**config.mk**
```make
export PLATFORM = sky130hd
export DESIGN_NAME = ladybird_bus_arbiter
export DESIGN_NICKNAME = d
export VERILOG_FILES = /design/src/rtl/ladybird_bus_arbiter.sv
export SDC_FILE = /design/constraint.sdc
export NUM_CORES = 1
export LEC_CHECK = 0
export ABC_AREA = 1
export CORE_UTILIZATION = 30
export CTS_CLUSTER_DIAMETER = 30
export DETAILED_ROUTE_END_ITERATION = 6
export PLACE_DENSITY = 0.82
export SLEW_MARGIN = 10
export SYNTH_ARGS = -nofsm -noshare
export SYNTH_HDL_FRONTEND = slang
export SYNTH_SLANG_ARGS = --single-unit
```
**constraint.sdc**
```tcl
create_clock -name clk -period 3.72 [get_ports clk]
set_clock_uncertainty 0.2 [all_clocks]
set_input_delay 0.93 -clock clk [delete_from_list [all_inputs] [get_ports clk]]
set_output_delay 0.93 -clock clk [all_outputs]
set_load 0.03 [all_outputs]
```
**src/rtl/ladybird_bus_arbiter.sv**
```systemverilog
// ladybird_bus_arbiter
// Two-requester, single-outstanding arbiter. It shares one memory bus between
// the instruction-fetch port (m0) and the MMU data port (m1). All three sides
// use the req/gnt/data_gnt handshake.
//
// Ports:
//   clk, nrst                    clock, synchronous active-low reset
//   m0_* / m1_*                  requester sides: req, addr, wdata, wstrb in;
//                                gnt, data_gnt, rdata out
//   s_*                          downstream side: req, addr, wdata, wstrb out;
//                                gnt, data_gnt, rdata in
//   busy                         transaction in flight
//   owner                        current or last owner (0 = m0, 1 = m1)
//
// Build option:
//   LADYBIRD_ARB_ROUND_ROBIN_EN  when defined, a contended grant goes to the
//                                requester that is not the current owner.
//                                When undefined, m1 has fixed priority over m0.
//
// state | meaning
// ------+-----------------------------------------------------
// IDLE  | no transaction in flight
// ADDR  | s_req high with latched fields, waiting for s_gnt
// DATA  | address accepted, waiting for s_data_gnt
module ladybird_bus_arbiter #(
  parameter int XLEN    = 32,
  parameter int WSTRB_W = XLEN / 8
) (
  input  logic               clk,
  input  logic               nrst,
  input  logic               m0_req,
  input  logic [XLEN-1:0]    m0_addr,
  input  logic [XLEN-1:0]    m0_wdata,
  input  logic [WSTRB_W-1:0] m0_wstrb,
  output logic               m0_gnt,
  output logic               m0_data_gnt,
  output logic [XLEN-1:0]    m0_rdata,
  input  logic               m1_req,
  input  logic [XLEN-1:0]    m1_addr,
  input  logic [XLEN-1:0]    m1_wdata,
  input  logic [WSTRB_W-1:0] m1_wstrb,
  output logic               m1_gnt,
  output logic               m1_data_gnt,
  output logic [XLEN-1:0]    m1_rdata,
  output logic               s_req,
  output logic [XLEN-1:0]    s_addr,
  output logic [XLEN-1:0]    s_wdata,
  output logic [WSTRB_W-1:0] s_wstrb,
  input  logic               s_gnt,
  input  logic               s_data_gnt,
  input  logic [XLEN-1:0]    s_rdata,
  output logic               busy,
  output logic               owner
);

  typedef enum logic [1:0] {
    IDLE = 2'd0,
    ADDR = 2'd1,
    DATA = 2'd2
  } state_t;

  state_t             state_q, state_d;
  logic               owner_q, owner_d;
  logic [XLEN-1:0]    addr_q, addr_d;
  logic [XLEN-1:0]    wdata_q, wdata_d;
  logic [WSTRB_W-1:0] wstrb_q, wstrb_d;
  logic               any_req;
  logic               win;
  logic               take;

  assign any_req = m0_req | m1_req;

  // Arbitration result: 1 selects m1. A lone requester always wins.
  always_comb begin
`ifdef LADYBIRD_ARB_ROUND_ROBIN_EN
    win = (m0_req && m1_req) ? ~owner_q : m1_req;
`else
    win = m1_req;
`endif
  end

  always_ff @(posedge clk) begin
    if (!nrst) begin
      state_q <= IDLE;
      owner_q <= 1'b1;
      addr_q  <= '0;
      wdata_q <= '0;
      wstrb_q <= '0;
    end else begin
      state_q <= state_d;
      owner_q <= owner_d;
      addr_q  <= addr_d;
      wdata_q <= wdata_d;
      wstrb_q <= wstrb_d;
    end
  end

  always_comb begin
    state_d = state_q;
    owner_d = owner_q;
    addr_d  = addr_q;
    wdata_d = wdata_q;
    wstrb_d = wstrb_q;
    take    = 1'b0;
    case (state_q)
      IDLE: take = any_req;
      // s_data_gnt in ADDR is ignored: only one transaction is outstanding.
      ADDR: if (s_gnt) state_d = DATA;
      DATA: begin
        if (s_data_gnt) begin
          // Back-to-back: a pending request goes straight to ADDR.
          if (any_req) take = 1'b1;
          else         state_d = IDLE;
        end
      end
      default: state_d = IDLE;
    endcase
    if (take) begin
      state_d = ADDR;
      owner_d = win;
      addr_d  = win ? m1_addr  : m0_addr;
      wdata_d = win ? m1_wdata : m0_wdata;
      wstrb_d = win ? m1_wstrb : m0_wstrb;
    end
  end

  always_comb begin
    s_req       = (state_q == ADDR);
    s_addr      = addr_q;
    s_wdata     = wdata_q;
    s_wstrb     = wstrb_q;
    m0_gnt      = (state_q == ADDR) && !owner_q && s_gnt;
    m1_gnt      = (state_q == ADDR) &&  owner_q && s_gnt;
    m0_data_gnt = (state_q == DATA) && !owner_q && s_data_gnt;
    m1_data_gnt = (state_q == DATA) &&  owner_q && s_data_gnt;
    m0_rdata    = ((state_q == DATA) && !owner_q) ? s_rdata : '0;
    m1_rdata    = ((state_q == DATA) &&  owner_q) ? s_rdata : '0;
    busy        = (state_q != IDLE);
    owner       = owner_q;
  end

endmodule

```
==> results_dict.tcl, run 1 <==
set metrics [dict create \
    power.leakage_nw 3.82 \
    cp.arrival_ns 2.43 \
    cts.repair.resized 0 \
    yosys_register_bits 71 \
    ff2ff_path_depth 5 \
    synth_top_cell_by_area "dfxtp_1" \
    rsz0062_at_grt "no" \
    initial_core_util 0.312 \
    crit_required_ns 2.59 \
    clock-sinks 71 \
    place_hpwl_um 10700 \
    cp-start-kind "primary input" \
    crit_slowest_cell "clkdlybuf4s50_1" \
    crit_fanout 2 \
    setup_viol 0 \
    crit_path_end_kind "output pin" \
    p_comb_frac 0.345 \
    regToRegEndpoint "s_wstrb[2]$_SDFFE_PN0P_" \
    portBuffers 312 \
    fin_nets 1247 \
    worstSkewPairLatency_ns 0.32 \
    tritoncts "yes" \
    startpoint "s_gnt" \
    slew_viol_final 0 \
    dieArea_mm2 0.0145 \
    die_w_um 120 \
    cts_setup_buffers 0 \
    pre_cts_slack_ns 0.163 \
    yosys-top-cells-area "dfxtp_1 34%, nand2_1 31%, nor2_1 19%, inv_1 9.7%, clkbuf_1 2.1%" \
    slew-limit-headroom 0.526 \
    cts_hold_buffers 0 \
    outcome "finished clean" \
    syn-cell-area_mm2 0.00420 \
    p_total_w 0.00263 \
    seqPwrFrac 0.336 \
    fin_crit_sh 0.958 \
    finalSetupTns_ns 0 \
    drt_iter0_markers 122 \
    vias_per_cell 4.16 \
    hold_viol 0 \
    grt_pass1_vias 4746 \
    yosysTopAreaCellShare 0.338 \
    holdWs_ns 0.308 \
    synthCells 786 \
    h-tree-depth 3 \
    async_reset_ff_frac 0 \
    r2r_setup_slack_ns 2.17 \
    die_y_um 120 \
    fmax_ghz 0.281 \
    power_density_mw_per_mm2 342 \
    hp-class "reg -> reg" \
    path_clk_slew_ns 0.05 \
    crit_chain "clkdlybuf4s50_1 > inv_1 > nor2_1 > inv_1 > nor2_1 > clkdlybuf4s50_1" \
    drt_pass1_iterations 4 \
    track_usage 0.195 \
    ant_nets 0 \
    drive_above_1_share 0.0250 \
    fin_crit_ns 3.56 \
    synth.distinct_cells 14 \
    p_sw_w 0.000843 \
    grt_max_degree 70 \
    swShare 0.321 \
    ys_seq_area_frac 0.338 \
    crit_end "m0_gnt" \
    clockBufferDepth 2 \
    place_congestion 0.870 \
    max_stage_delay_ns 0.67 \
    synth_edf_count 0 \
    io_pins 313 \
    cts-root-buf "clkbuf_16" \
    yosys_warnings 0 \
    syn-num-nets 960 \
    max_cap_violations 0 \
    path_class "in -> out" \
    antenna_found_initial 1 \
    syn_avg_cell_area_um2 5.34 \
    drc 0 \
    cts_buffers 9 \
    grt_pass1_wl_um 22300 \
    power.internal_w 0.00179 \
    worst_slack_ns 0.156 \
    ir_worst_vdd_mv 0.229 \
    rows 42 \
    synthToLayoutAreaGrowth_pct 82.9 \
    vias 5224 \
    detail_route.wl_per_cell_um 11.4 \
    core_mm2 0.0135 \
    synthTopCellsByCount "349 x nand2_1, 207 x nor2_1, 108 x inv_1" \
    p_clk_frac 0.318 \
    yosys.cell_count.top_type "nand2_1" \
    synth_flop_cell "dfxtp_1" \
    gr-total-overflow 0 \
    r2r_start "state_q[0]$_SDFFE_PN0P_" \
    tightestPinTransition_ns 0.712 \
    wl_um 14300 \
]
worst min path at each step:
| stage | start | to | slack (ns) | cells past startpoint |
|---|---|---|---|---|
| 2_1_floorplan | state_q[1]$_SDFFE_PP0P_ | owner$_SDFFE_PN1P_ | 0.33 | 3 |
| 3_3_place_gp | s_wstrb[0]$_SDFFE_PN0P_ | s_wstrb[0]$_SDFFE_PN0P_ | 0.30 | 4 |
| 3_5_place_dp | s_wdata[2]$_SDFFE_PN0P_ | s_wdata[2]$_SDFFE_PN0P_ | 0.30 | 4 |
| 4_1_cts | s_wdata[2]$_SDFFE_PN0P_ | s_wdata[2]$_SDFFE_PN0P_ | 0.31 | 4 |
| 5_1_grt | s_addr[18]$_SDFFE_PN0P_ | s_addr[18]$_SDFFE_PN0P_ | 0.34 | 4 |
| 6_report | s_addr[21]$_SDFFE_PN0P_ | s_addr[21]$_SDFFE_PN0P_ | 0.31 | 4 |
critical path: cells and delay by family:
| family | cells | cell delay, ns |
|---|---|---|
| buffers and inverters | 4 | 1.25 |
| and+or+nand+nor | 2 | 0.25 |
through the flow:
stage,util,instance area (um^2),std cells
global placement,0.549,7380,1238
global route,0.571,7680,1255
floorplan,-,4200,786
CTS,0.571,7680,1254
finish,0.571,7680,1255
detailed placement,0.549,7380,1238
layer usage:
metal | up-vias | part of all wire | routed length (um) | track usage
met5 | - | 0 | 0 | 0
met4 | 0 | 0.025 | 352 | 0.0864
met3 | 21 | 0.090 | 1290 | 0.0670
met2 | 201 | 0.51 | 7220 | 0.364
met1 | 2209 | 0.38 | 5420 | 0.194
li1 | 2793 | - | - | -
cell families after synthesis:
| kind of cell | count (synthesis) | synth area share |
|---|---|---|
| compound gates | 2 | 0.00298 |
| buf+inv | 153 | 0.156 |
| flops | 71 | 0.338 |
| simple gates | 560 | 0.503 |
layout by cell type, fill, tap and decap left out, types with 2 or more instances in the layout:
cell / Yosys / layout
nand2_1: 349 / 349
clkdlybuf4s50_1: 0 / 310
nor2_1: 207 / 207
inv_1: 108 / 108
dfxtp_1: 71 / 71
clkbuf_16: 0 / 9
buf_4: 9 / 6
clkbuf_8: 0 / 4
nand3_1: 3 / 3
buf_2: 6 / 2
buf_12: 0 / 2
final cells by class:
type | instances | area (um^2)
antenna | 1 | 2.50
inverter | 109 | 409
fill | 1306 | 5770
clock buffer | 14 | 284
timing repair buffer | 320 | 3200
tap | 176 | 220
clock inverter | 2 | 12.5
multi-input combinational | 562 | 2130
sequential | 71 | 1420
registers in the layout (all words and copies together), names as in the netlist:
| register | flops |
|---|---|
| s_wdata | 32 |
| state_q | 2 |
| s_addr | 32 |
| owner | 1 |
| s_wstrb | 4 |
power groups by stage:
stage | combinational [W] | clock (W) | sequential (W)
floorplan | 0.000337 | 0 | 0.00106
finish | 0.000908 | 0.000837 | 0.000884
global route | 0.000995 | 0.000889 | 0.000894
CTS | 0.000917 | 0.000860 | 0.000885
global placement | 0.000905 | 0 | 0.000896
detailed placement | 0.000911 | 0 | 0.000901
Power figures use the tool's default switching activity.
==> run 2: changes to the inputs <==
--- a/config.mk
+++ b/config.mk
@@ -10,6 +10,7 @@
 export CTS_CLUSTER_DIAMETER = 30
 export DETAILED_ROUTE_END_ITERATION = 6
 export PLACE_DENSITY = 0.82
+export SKIP_CTS_REPAIR_TIMING = 1
 export SLEW_MARGIN = 10
 export SYNTH_ARGS = -nofsm -noshare
 export SYNTH_HDL_FRONTEND = slang
==> constraint.sdc (replaced) <==
create_clock -name clk -period 3.72 [get_ports clk]
set_clock_uncertainty 0.2 [all_clocks]
set_input_delay 0.93 -clock clk [delete_from_list [all_inputs] [get_ports clk]]
set_output_delay 0.93 -clock clk [all_outputs]
set_load 0.01 [all_outputs]
==> run 2 against run 1 <==
Compared with the run above: cell count unchanged; core utilization decreased by 0.056 points; total power decreased by 5.3%; first-iteration DRC count increased by 29%; count of clock-buffer cells in the layout decreased by 5; final area about the same; die area unchanged; critical endpoint unchanged; largest cell class unchanged.
==> results_dict.tcl, run 2 (synthesis results as in run 1) <==
set metrics [dict create \
    slew-limit-headroom 0.517 \
    cts-root-buf "clkbuf_16" \
    synthToLayoutAreaGrowth_pct 82.7 \
    critical_path_buf_inv_count 4 \
    antenna_found_initial 2 \
    vias 5202 \
    fmax_ghz 0.293 \
    crit_fanout 2 \
    max_cap_violations 0 \
    power_density_mw_per_mm2 324 \
    place_congestion 0.871 \
    tritoncts "yes" \
    io_pins 313 \
    portBuffers 312 \
    ant_nets 0 \
    ir_worst_vdd_mv 0.176 \
    clockBufferDepth 2 \
    hold_viol 0 \
    initial_core_util 0.312 \
    rsz0062_at_grt "no" \
    cts_buffers 9 \
    detail_route.wl_per_cell_um 11.4 \
    drt_pass1_iterations 4 \
    grt_pass1_vias 4634 \
    slew_viol_final 0 \
    crit_slowest_cell "clkdlybuf4s50_1" \
    drive_above_1_share 0.0260 \
    power.leakage_nw 3.82 \
    core_mm2 0.0135 \
    path_class "in -> out" \
    grt_max_degree 70 \
    finalSetupTns_ns 0 \
    outcome "finished clean" \
    wl_um 14200 \
    h-tree-depth 3 \
    path_clk_slew_ns 0.06 \
    grt_pass1_wl_um 22100 \
    mostFrequentLayoutCells "349 x nand2_1, 310 x clkdlybuf4s50_1, 207 x nor2_1" \
    worstSkewPairLatency_ns 0.32 \
    crit_required_ns 2.59 \
    final_core_util 0.570 \
    cp-start-kind "primary input" \
    gr-total-overflow 0 \
    crit_path_end_kind "output pin" \
    crit_chain "clkdlybuf4s50_1 > inv_1 > nor2_1 > inv_1 > nor2_1 > clkdlybuf4s50_1" \
    drt_iter0_markers 157 \
    max_stage_delay_ns 0.53 \
    tightestPinTransition_ns 0.725 \
    fin_crit_sh 0.918 \
    rows 42 \
    layout_commonest_cell "nand2_1" \
    setup_viol 0 \
    track_usage 0.195 \
    vias_per_cell 4.15 \
    fin_nets 1247 \
    nFillCells 1310 \
    fin_crit_ns 3.41 \
    hp-class "reg -> reg" \
    cp.arrival_ns 2.28 \
    die_w_um 120 \
    dieArea_mm2 0.0145 \
    clock-sinks 71 \
    cpLargestDelayFamily "buffers and inverters" \
    drc 0 \
    place_hpwl_um 10700 \
    die_y_um 120 \
]
==> run 2: final cells by class <==
type / instances / area [um^2] / share of cell area
Multi-Input combinational cell: 562 / 2130 / 0.278
Sequential cell: 71 / 1420 / 0.185
Antenna cell: 1 / 2.50 / 0.000326
Clock buffer: 9 / 225 / 0.0294
Clock inverter: 7 / 63.8 / 0.00832
Timing Repair Buffer: 320 / 3200 / 0.417
Tap cell: 176 / 220 / 0.0287
Inverter: 109 / 409 / 0.0533
==> run 2: layer usage <==
| metal | track usage | routed length, um | up-vias |
|---|---|---|---|
| met5 | 0 | 7 | - |
| li1 | - | - | 2794 |
| met2 | 0.358 | 7190 | 231 |
| met1 | 0.196 | 5260 | 2152 |
| met3 | 0.0755 | 1440 | 23 |
| met4 | 0.0772 | 348 | 2 |
==> run 2: worst paths after layout <==
kind                                         startpoint  slack (ns)                      end  cells past startpoint
worst max-delay path                              s_gnt        0.31                   m0_gnt                      6
worst min-delay path            s_wdata[2]$_SDFFE_PN0P_        0.31  s_wdata[2]$_SDFFE_PN0P_                      4
worst max register to register  state_q[0]$_SDFFE_PN0P_        2.19  s_addr[27]$_SDFFE_PN0P_                      5
worst min register to register  s_wdata[2]$_SDFFE_PN0P_        0.31  s_wdata[2]$_SDFFE_PN0P_                      4
==> run 2: worst min-delay path, cell delays in order, from the launching register on <==
cell     delay (ns)
dfxtp_1        0.30
inv_1          0.04
nand2_1        0.04
nand2_1        0.05
nor2_1         0.03
==> run 2: per-stage QoR <==
| step | total power (W) | instances | setup slack, ns | area (um^2) | hold WS, ns |
|---|---|---|---|---|---|
| after floorplan | 0.00126 | 786 | 1.29 | 4200 | 0.324 |
| after global placement | 0.00167 | 1238 | 0.322 | 7380 | 0.297 |
| after detailed placement | 0.00168 | 1238 | 0.303 | 7380 | 0.297 |
| after CTS | 0.00252 | 1254 | 0.301 | 7670 | 0.309 |
| after global routing | 0.00264 | 1255 | 0.248 | 7670 | 0.337 |
| final | 0.00249 | 1255 | 0.306 | 7670 | 0.308 |
==> run 2: where the power goes <==
part           leakage [nW]  switching (W)  total, W  internal, W
combinational          3.08       0.000352  0.000771     0.000419
clock                 0.149       0.000320  0.000833     0.000514
sequential            0.590      0.0000407  0.000885     0.000844
